## src/rtl/mm_booth_r4_seq_mult_pkg.sv

```systemverilog
// Shared widths and types for the iterative radix-4 Booth multiplier.
package bit_width;
  localparam int INWIDTH  = 16;
  localparam int OUTWIDTH = 2 * INWIDTH;
endpackage

package mm_defs;
  typedef enum {MULT_SIMULATION, MULT_BOOTH_RADIX4, MULT_WALLACE} mult_method_e;

  typedef enum logic [1:0] {IDLE, CALC, DONE} mm_mult_state_e;

  typedef enum logic [2:0] {B_ZERO, B_POS1, B_POS2, B_NEG1, B_NEG2} booth_digit_e;

  function automatic int booth_digits(int width);
    return (width + 2) / 2;
  endfunction
endpackage

```

## src/rtl/mm_booth_r4_seq_mult_encode.sv

```systemverilog
// Radix-4 Booth recoder: bit triplet -> signed digit and partial product of the extended multiplicand.
module mm_booth_r4_encode
  import mm_defs::*;
#(
  parameter int EW = 18
) (
  input  logic [2:0]    triplet_i,
  input  logic [EW-1:0] mcand_i,
  output booth_digit_e  digit_o,
  output logic [EW+1:0] pp_o
);

  logic [EW+1:0] m1;
  logic [EW+1:0] m2;

  assign m1 = {{2{mcand_i[EW-1]}}, mcand_i};
  assign m2 = m1 << 1;

  always_comb begin
    digit_o = B_ZERO;
    pp_o    = '0;
    case (triplet_i)
      3'b001, 3'b010: begin digit_o = B_POS1; pp_o = m1;  end
      3'b011:         begin digit_o = B_POS2; pp_o = m2;  end
      3'b100:         begin digit_o = B_NEG2; pp_o = -m2; end
      3'b101, 3'b110: begin digit_o = B_NEG1; pp_o = -m1; end
      default:        ;
    endcase
  end

endmodule

```

## src/rtl/mm_booth_r4_seq_mult.sv

```systemverilog
// Iterative radix-4 Booth multiplier with valid/ready handshakes; one Booth digit per CALC cycle.
module mm_booth_r4_seq_mult
  import mm_defs::*;
#(
  parameter int           INWIDTH  = bit_width::INWIDTH,
  parameter mult_method_e METHOD   = MULT_BOOTH_RADIX4,
  localparam int          OUTWIDTH = 2 * INWIDTH
) (
  input  logic                clk,
  input  logic                rst_n,
  input  logic                clear,
  input  logic                in_valid,
  output logic                in_ready,
  input  logic [INWIDTH-1:0]  in_a,
  input  logic [INWIDTH-1:0]  in_b,
  input  logic                in_signed,
  output logic                out_valid,
  input  logic                out_ready,
  output logic [OUTWIDTH-1:0] out_product,
  output logic                busy
);

  localparam int EW = INWIDTH + 2;
  localparam int AW = INWIDTH + 4;
  localparam int TW = AW + EW;
  localparam int N  = booth_digits(INWIDTH);
  localparam int CW = $clog2(N + 1);

  if ((INWIDTH % 2) != 0 || INWIDTH < 4) begin : g_param_check
    $error("mm_booth_r4_seq_mult: INWIDTH must be even and >= 4");
  end

  mm_mult_state_e      state_q, state_d;
  logic [CW-1:0]       cnt_q, cnt_d;
  logic [TW-1:0]       acc_q, acc_d;
  logic [EW-1:0]       mcand_q, mcand_d;
  logic                prev_q, prev_d;
  logic [OUTWIDTH-1:0] prod_q, prod_d;

  logic                accept;
  logic [EW-1:0]       a_ext, b_ext;
  logic [OUTWIDTH-1:0] sim_prod;
  booth_digit_e        digit;
  logic [AW-1:0]       pp;
  logic [AW-1:0]       hi_sum;
  logic [TW-1:0]       shifted;

  assign in_ready    = !clear && (state_q == IDLE || (state_q == DONE && out_ready));
  assign accept      = in_valid && in_ready;
  assign out_valid   = (state_q == DONE);
  assign busy        = (state_q != IDLE);
  assign out_product = prod_q;

  assign a_ext    = {{2{in_signed & in_a[INWIDTH-1]}}, in_a};
  assign b_ext    = {{2{in_signed & in_b[INWIDTH-1]}}, in_b};
  assign sim_prod = OUTWIDTH'($signed(a_ext)) * OUTWIDTH'($signed(b_ext));

  // Low EW bits of the accumulator hold the not-yet-consumed multiplier bits.
  mm_booth_r4_encode #(.EW(EW)) u_enc (
    .triplet_i ({acc_q[1:0], prev_q}),
    .mcand_i   (mcand_q),
    .digit_o   (digit),
    .pp_o      (pp)
  );

  assign hi_sum  = acc_q[TW-1 -: AW] + ((digit == B_ZERO) ? '0 : pp);
  assign shifted = $signed({hi_sum, acc_q[EW-1:0]}) >>> 2;

  always_ff @(posedge clk or negedge rst_n) begin
    if (!rst_n) begin
      state_q <= IDLE;
      cnt_q   <= '0;
      acc_q   <= '0;
      mcand_q <= '0;
      prev_q  <= 1'b0;
      prod_q  <= '0;
    end else begin
      state_q <= state_d;
      cnt_q   <= cnt_d;
      acc_q   <= acc_d;
      mcand_q <= mcand_d;
      prev_q  <= prev_d;
      prod_q  <= prod_d;
    end
  end

  always_comb begin
    state_d = state_q;
    cnt_d   = cnt_q;
    acc_d   = acc_q;
    mcand_d = mcand_q;
    prev_d  = prev_q;
    prod_d  = prod_q;

    case (state_q)
      CALC: begin
        acc_d  = shifted;
        prev_d = acc_q[1];
        cnt_d  = cnt_q - CW'(1);
        if (cnt_q == CW'(1)) begin
          state_d = DONE;
          prod_d  = shifted[OUTWIDTH-1:0];
        end
      end
      DONE:    if (out_ready) state_d = IDLE;
      default: ;
    endcase

    // Any method other than the behavioural model runs on the Booth engine.
    if (accept) begin
      if (METHOD == MULT_SIMULATION) begin
        state_d = DONE;
        prod_d  = sim_prod;
      end else begin
        state_d = CALC;
        cnt_d   = CW'(N);
        acc_d   = {{AW{1'b0}}, b_ext};
        mcand_d = a_ext;
        prev_d  = 1'b0;
      end
    end

    if (clear) begin
      state_d = IDLE;
      cnt_d   = '0;
    end
  end

endmodule

```

## config.mk

```make
export PLATFORM = sky130hd
export DESIGN_NAME = mm_booth_r4_seq_mult
export DESIGN_NICKNAME = d
export VERILOG_FILES = /design/src/rtl/mm_booth_r4_seq_mult_pkg.sv /design/src/rtl/mm_booth_r4_seq_mult_encode.sv /design/src/rtl/mm_booth_r4_seq_mult.sv
export SDC_FILE = /design/constraint.sdc
export NUM_CORES = 1
export LEC_CHECK = 0
export ABC_CLOCK_PERIOD_IN_PS = 4600
export CAP_MARGIN = 20
export CORE_ASPECT_RATIO = 1.2
export CORE_MARGIN = 5
export CORE_UTILIZATION = 35
export DETAILED_ROUTE_END_ITERATION = 10
export GPL_TIMING_DRIVEN = 0
export PLACE_DENSITY = 0.61
export SLEW_MARGIN = 0
export SYNTH_ARGS = -nofsm -noshare
export SYNTH_HDL_FRONTEND = slang
export SYNTH_SLANG_ARGS = --single-unit
```

## constraint.sdc

```tcl
create_clock -name clk -period 4.6 [get_ports clk]
set_input_delay 0.92 -clock clk [delete_from_list [all_inputs] [get_ports clk]]
set_output_delay 0.92 -clock clk [all_outputs]
set_load 0.05 [all_outputs]
```

==> flow_summary.yaml, run 1 <==
status:
  outcome: "completed"
route:
  vias: 5035
  drc: 0
  drt_iter0_markers: 428
  vias_per_cell: 5.39
  drtAntennaViolNets: 0
  firstDrtPassIters: 5
  wire_per_inst_um: 17.5
  totalWireLength_mm: 16.3
critical_path:
  endpoint: "acc_q[36]$_DFFE_PN0N_"
  timing.rr.end: "acc_q[36]$_DFFE_PN0N_"
  r2r_start: "mcand_q[0]$_DFFE_PN0P_"
  worstPathArrival_ns: 4.66
  max_stage_delay_ns: 0.43
  cp.required_ns: 4.89
  crit_path_start_kind: "flip-flop"
  cp_max_fo: 5
  crit_path_end_kind: "flip-flop"
  reg2regPathDepth: 17
  critical-path-slowest-cell: "a2111o_1"
  worstSetupPathType: "reg -> reg"
  cp_cell_sequence: "inv_1 -> ha_2 -> nor4b_4 -> nand2b_1 -> or3_1 -> nand2_1 -> xnor2_1 -> a222oi_1 -> nor2_1 -> ha_1 -> and3_4 -> nand4_1 -> o21bai_4 -> a2111o_1 -> and3_1 -> or4_1 -> nand3_1"
  r2r_slack_ns: 0.23
  cp-startpoint: "mcand_q[0]$_DFFE_PN0P_"
synth:
  ys.flop_type: "dfrtp_1"
  ys_seq_elements: 92
  synthTopCellsByArea: "dfrtp_1 (41%), nand2_1 (8.5%), ha_1 (5.8%)"
  synthesis.nets: 699
  synth_cell_type_count: 66
  synth_edf_count: 0
  yosysMostFrequentCell: "nand2_1"
  syn_avg_cell_area_sq_um: 8.88
  ys_seq_area_share_pct: 40.9
  synth_top_area_share_pct: 40.9
  yosys-top-cells-count: "nand2_1 (127), dfrtp_1 (92), nor2_1 (50)"
  synth_largest_area_cell: "dfrtp_1"
  netlist_instances: 634
  ys_warn_count: 0
  async_reset_ff_share_pct: 100
  synth.cell_area_sq_mm: 0.00563
placement:
  placed_area_sq_mm: 0.00663
  hpwl_mm: 12.2
  pre_cts_ws_ns: 0.177
  portBuffers: 72
  globalplace.congestion: 0.901
  placedCellCount: 915
die:
  die_w_um: 126
  row_count: 50
  core-area_sq_mm: 0.0157
  dieArea_sq_mm: 0.0187
  die_y_um: 149
  ios: 73
  floorplan.initialDensity_pct: 35.8
finish:
  layout-drive-gt1-share_pct: 10.7
  fillers: 1563
  design_area_sq_mm: 0.00698
  stdcell_count: 934
  synthToLayoutAreaGrowth_pct: 24.1
  diodes: 0
  nets: 786
clock_network:
  clock-sinks: 92
  worstSkewPairLatency_ns: 0.36
  cts_buffers: 9
  cts_tree: "done"
  clk_pin_slew_ns: 0.07
  htreeDepth: 3
  cts_root_buf: "clkbuf_16"
  cts.path.max_buffers: 2
global_routing:
  antenna_found_initial: 0
  first_global_vias: 4992
  gr-total-overflow: 0
  grt_usage_pct: 17.7
  grt_max_degree: 64
  grt_pass1_wl_mm: 26.4
sta:
  grt_setup_unrepaired: "no"
  setup_viol: 0
  slew_headroom_pct: 53.2
  finalMaxSlewViolations: 0
  max_freq_mhz: 229
  fin_crit_ns: 4.37
  finalCritPeriodShare_pct: 95.0
  skew_ns: 0.00597
  hold_viol: 0
  finalWorstSetupSlack_ns: 0.231
  tightest_slew_ns: 0.702
worst_hold_path:
  hold_path_class: "reg -> reg"
power_and_ir_drop:
  power.leakage_nw: 3.04
  p_total_mw: 4.54
  p_per_area_mw_per_mm2: 650
  ir_drop_mv: 0.395
run:
  drv_cap: 0
==> state kept, by name (all words and copies together), names as in the netlist <==
name	flops
cnt_q	4
prev_q	1
acc_q	36
state_q	2
out_product	32
mcand_q	17
==> final cells by class <==
cell class	instances	area [sq um]	area share, %
Timing Repair Buffer	76	768	11.0
Inverter	13	48.8	0.699
Buffer	42	209	2.99
Tap cell	208	260	3.73
Sequential cell	92	2300	33.0
Clock inverter	6	80.1	1.15
Multi-Input combinational cell	487	3080	44.1
Clock buffer	10	239	3.42
==> what timing repair did <==
item                                    in CTS  in global routing
hold buffers                                 0                  0
buffers inserted                             0                  3
endpoints found under the setup margin       0                  5
resized for setup                            0                  2
==> critical path: cells and delay by family (launching register included) <==
| kind | cells | cell delay, ns |
|---|---|---|
| compound gates | 3 | 0.97 |
| xor+xnor | 1 | 0.08 |
| fa+ha+maj | 2 | 0.63 |
| buf+inv | 1 | 0.11 |
| flops | 1 | 0.40 |
| simple gates | 10 | 2.13 |
==> routing by layer <==
| metal | global-route usage [%] | vias to the layer above | wire, um |
|---|---|---|---|
| li1 | - | 2429 | - |
| met1 | 22.3 | 2438 | 7140 |
| met2 | 29.3 | 137 | 7970 |
| met3 | 3.94 | 31 | 773 |
| met4 | 7.51 | 0 | 448 |
| met5 | 0 | - | 0 |
==> cells by family after synthesis <==
| group | Yosys count | share of synthesized area (%) |
|---|---|---|
| AOI/OAI and AO/OA | 160 | 19.4 |
| muxes | 21 | 4.20 |
| buffers and inverters | 55 | 4.58 |
| xor gates and xnor gates | 26 | 4.05 |
| adders and majority gates | 27 | 6.14 |
| and+or+nand+nor | 253 | 20.8 |
| DFF | 92 | 40.9 |
==> through the flow <==
step / utilization, % / setup TNS (ns) / hold WS, ns
after floorplan: - / 0 / 0.454
after global placement: 42.1 / -76.40 / 0.472
after detailed placement: 42.2 / 0 / 0.474
after CTS: 44.3 / 0 / 0.490
after global routing: 44.5 / 0 / 0.512
final: 44.5 / 0 / 0.480
==> where the power goes <==
| group | internal (mW) | switching [mW] | leakage, nW |
|---|---|---|---|
| sequential | 1.09 | 0.203 | 1.17 |
| combinational | 0.920 | 1.52 | 1.72 |
| clock | 0.446 | 0.355 | 0.152 |
| total | 2.46 | 2.08 | 3.04 |
==> how the worst min path moves through the flow <==
stage / start / to / slack, ns / cells past startpoint
finish: out_product[27]$_DFFE_PN0P_ / out_product[27]$_DFFE_PN0P_ / 0.48 / 2
global route: out_product[21]$_DFFE_PN0P_ / out_product[21]$_DFFE_PN0P_ / 0.51 / 2
CTS: out_product[21]$_DFFE_PN0P_ / out_product[21]$_DFFE_PN0P_ / 0.49 / 2
detailed placement: out_product[21]$_DFFE_PN0P_ / out_product[21]$_DFFE_PN0P_ / 0.47 / 2
global placement: out_product[27]$_DFFE_PN0P_ / out_product[27]$_DFFE_PN0P_ / 0.47 / 2
floorplan: acc_q[26]$_DFFE_PN0N_ / acc_q[26]$_DFFE_PN0N_ / 0.45 / 2
==> cells in the final DEF (no fill, tap or decap), types with 12 or more instances in the layout <==
master and count:
a31oi_1 12, dfrtp_1 92, clkbuf_1 26, nand2_1 127, ha_1 25, xnor2_1 19
mux2_2 21, clkdlybuf4s50_1 71, inv_1 13, o21ai_0 46, nand3_1 20, a21oi_1 27
nor2_1 50
No activity file was read; power rests on OpenSTA's default activity.
==> run 2, diff against run 1 <==
--- a/config.mk
+++ b/config.mk
@@ -10,6 +10,7 @@
 export CORE_ASPECT_RATIO = 1.2
 export CORE_MARGIN = 5
 export CORE_UTILIZATION = 35
+export CTS_CLUSTER_SIZE = 8
 export DETAILED_ROUTE_END_ITERATION = 10
 export GPL_TIMING_DRIVEN = 0
 export PLACE_DENSITY = 0.61
==> results of run 2 <==
No change in the layout: final DEF, timing and power equal those of run 1.
==> run 3, diff against run 2 <==
--- a/config.mk
+++ b/config.mk
@@ -5,7 +5,7 @@
 export SDC_FILE = /design/constraint.sdc
 export NUM_CORES = 1
 export LEC_CHECK = 0
-export ABC_CLOCK_PERIOD_IN_PS = 4600
+export ABC_AREA = 1
 export CAP_MARGIN = 20
 export CORE_ASPECT_RATIO = 1.2
 export CORE_MARGIN = 5
==> run 3 against run 2 <==
Via count up 7.0%. Wire length up 4.9%. Die area up 0.85%. Highest routed layer unchanged. Total power up 12%. Register-to-register slack better by 0.61 ns. Critical path type unchanged. Fmax up 16%. Clock skew up 0.0042 ns. First-iteration DRC count down 29%. Final area up 0.36%. Area after synthesis up 0.91%.
==> flow_summary.yaml, run 3 <==
critical_path:
  max_stage_delay_ns: 0.38
  cp-startpoint: "prev_q$_DFFE_PN0N_"
  cp_max_fo: 10
  crit_path_start_kind: "flip-flop"
  worstPathArrival_ns: 4.00
  critPathTopFamily: "compound AO/OA/AOI/OAI gates"
  r2r_start: "prev_q$_DFFE_PN0N_"
  crit_path_end_kind: "flip-flop"
  cpMostUsedCell: "inv_1"
  cp.required_ns: 4.84
  path_buf_inv: 5
  cp_cell_sequence: "inv_1 -> ha_1 -> nor2_1 -> nor2_1 -> inv_1 -> clkbuf_1 -> o22ai_1 -> o21ai_1 -> inv_1 -> ha_1 -> a21oi_1 -> a21boi_1 -> nand2_1 -> a21oi_1 -> inv_1 -> or2_1 -> nand3_1 -> nand2_1"
  critical-path-slowest-cell: "dfrtp_1"
  worstSetupPathType: "reg -> reg"
power_and_ir_drop:
  p_total_mw: 5.09
  p_comb_share_pct: 58.1
  clockPowerShare_pct: 16.0
  power.internal_mw: 2.53
  netSwitchingPower_mw: 2.57
  swShare_pct: 50.4
  power.leakage_nw: 3.35
  ir_drop_mv: 0.350
  seqPwrFrac_pct: 25.9
  p_per_area_mw_per_mm2: 727
die:
  die_y_um: 150
  ios: 73
  dieArea_sq_mm: 0.0189
  floorplan.initialDensity_pct: 35.3
  core-area_sq_mm: 0.0161
  die_w_um: 126
  row_count: 51
sta:
  hold_viol: 0
  fin_setup_tns_ns: 0
  finalMaxSlewViolations: 0
  grt_setup_unrepaired: "no"
  skew_ns: 0.0102
  finalWorstSetupSlack_ns: 0.845
  slew_headroom_pct: 58.0
  max_freq_mhz: 266
  finalCritPeriodShare_pct: 81.6
  setup_viol: 0
  tightest_slew_ns: 0.630
  fin_crit_ns: 3.75
synth:
  yosysMostFrequentCell: "nand2_1"
  synth_largest_area_cell: "dfrtp_1"
  ys_seq_elements: 92
  async_reset_ff_share_pct: 100
  synth_top_area_share_pct: 40.5
  synthTopCellsByArea: "dfrtp_1 (41%), nand2_1 (13%), o21ai_0 (6.6%)"
  netlist_instances: 753
  ys_seq_area_share_pct: 40.5
  synth_edf_count: 0
  synth_cell_type_count: 47
  ys.flop_type: "dfrtp_1"
  ys_warn_count: 0
  synth.cell_area_sq_mm: 0.00568
  synthesis.nets: 818
  syn_avg_cell_area_sq_um: 7.54
  yosys-top-cells-count: "nand2_1 (201), dfrtp_1 (92), o21ai_0 (75)"
global_routing:
  grt_pass1_wl_mm: 28.2
  antenna_found_initial: 0
  grt_usage_pct: 18.8
  grt_max_degree: 66
  first_global_vias: 5493
  gr-total-overflow: 0
clock_network:
  cts_resized: 0
  cts.path.max_buffers: 2
  cts_buffers: 9
  worstSkewPairLatency_ns: 0.36
  htreeDepth: 3
  cts_tree: "done"
  hold_buffers: 0
  cts_setup_buffers: 0
  cts_root_buf: "clkbuf_16"
  clk_pin_slew_ns: 0.08
  clock-sinks: 92
finish:
  nets: 902
  largest_register_ffs: 36
  fillers: 1706
  mostFrequentLayoutCell: "nand2_1"
  diodes: 0
  synthToLayoutAreaGrowth_pct: 23.4
  regMostFlops: "acc_q"
  most-common-layout-cells: "nand2_1 (201), dfrtp_1 (92), o21ai_0 (75)"
  layout-drive-gt1-share_pct: 8.31
  design_area_sq_mm: 0.00701
  stdcell_count: 1054
route:
  drtAntennaViolNets: 0
  firstDrtPassIters: 6
  vias_per_cell: 5.11
  totalWireLength_mm: 17.1
  drc: 0
  wire_per_inst_um: 16.3
  vias: 5389
  drt_iter0_markers: 304
placement:
  hpwl_mm: 13.2
  globalplace.congestion: 0.959
  placedCellCount: 1038
  pre_cts_ws_ns: 0.899
  placed_area_sq_mm: 0.00669
  portBuffers: 72
worst_hold_path:
  hold_path_class: "reg -> reg"
  worstHoldStart: "out_product[25]$_DFFE_PN0P_"
status:
  outcome: "completed"
run:
  drv_cap: 0
run 3: cell types whose count changed after synthesis, moves of 8 or more:
cell      change
xnor2_1      -14
clkbuf_1     -13
nand2_1      +74
o22ai_1      +21
nand3_1      +24
inv_1        +52
a31oi_1       -8
o21ai_0      +29
a222oi_1      -8
inv_2        +13
mux2_2       -21
o21ai_1      +15
run 3: area by class of cell:
class                           instances  area, sq um  area share [%]
Sequential cell                        92         2300            32.8
Clock inverter                          7         93.8            1.34
Inverter                               79          297            4.23
Timing Repair Buffer                   73          746            10.6
Multi-Input combinational cell        557         2970            42.4
Clock buffer                            9          225            3.21
Tap cell                              212          265            3.78
Buffer                                 25          109            1.55
run 3: tightest hold or removal path: cells and delay by family (launching register included):
kind / cells / cell delay (ns)
flip-flops: 1 / 0.34
AND/OR/NAND/NOR: 2 / 0.11
run 3: power groups by stage:
stage | Clock [mW] | Combinational [mW] | Sequential [mW]
2_1_floorplan | 0 | 1.62 | 1.74
3_3_place_gp | 0 | 2.94 | 1.33
3_5_place_dp | 0 | 2.96 | 1.33
4_1_cts | 0.830 | 2.97 | 1.32
5_1_grt | 0.867 | 3.28 | 1.37
6_report | 0.814 | 2.96 | 1.32
run 3: metrics by stage:
step	util [%]	hold slack (ns)
floorplan	-	0.455
global placement	41.4	0.465
detailed placement	41.6	0.465
CTS	43.6	0.485
global route	43.6	0.509
finish	43.6	0.479
run 3: metal layers:
metal / share of wire [%] / wire, um / track usage [%] / up-vias
met5: 0 / 0 / 0 / -
met4: 3.7 / 629 / 7.94 / 0
met3: 5.4 / 925 / 4.68 / 38
met2: 49 / 8310 / 31.7 / 144
met1: 42 / 7270 / 23.0 / 2527
li1: - / - / - / 2680
run 3: path summary, 6_finish.rpt:
path,cells past startpoint,slack (ns),endpoint
max,18,0.85,out_product[27]$_DFFE_PN0P_
min,2,0.48,out_product[25]$_DFFE_PN0P_
max reg2reg,18,0.85,out_product[27]$_DFFE_PN0P_
min reg2reg,2,0.48,out_product[25]$_DFFE_PN0P_
max in group asynchronous,2,3.45,state_q[0]$_DFFE_PN0P_
min in group asynchronous,1,0.49,mcand_q[12]$_DFFE_PN0P_
run 3: cells by family (layout without fill, tap and decap cells):
kind of cell               Yosys count  count (layout)  synth area share [%]
adders and majority gates           27              27                  6.08
buffers and inverters              104             193                  7.14
and+or+nand+nor                    340             340                  26.0
AOI/OAI and AO/OA                  175             175                  17.9
xor gates and xnor gates            15              15                  2.31
DFF                                 92              92                  40.5
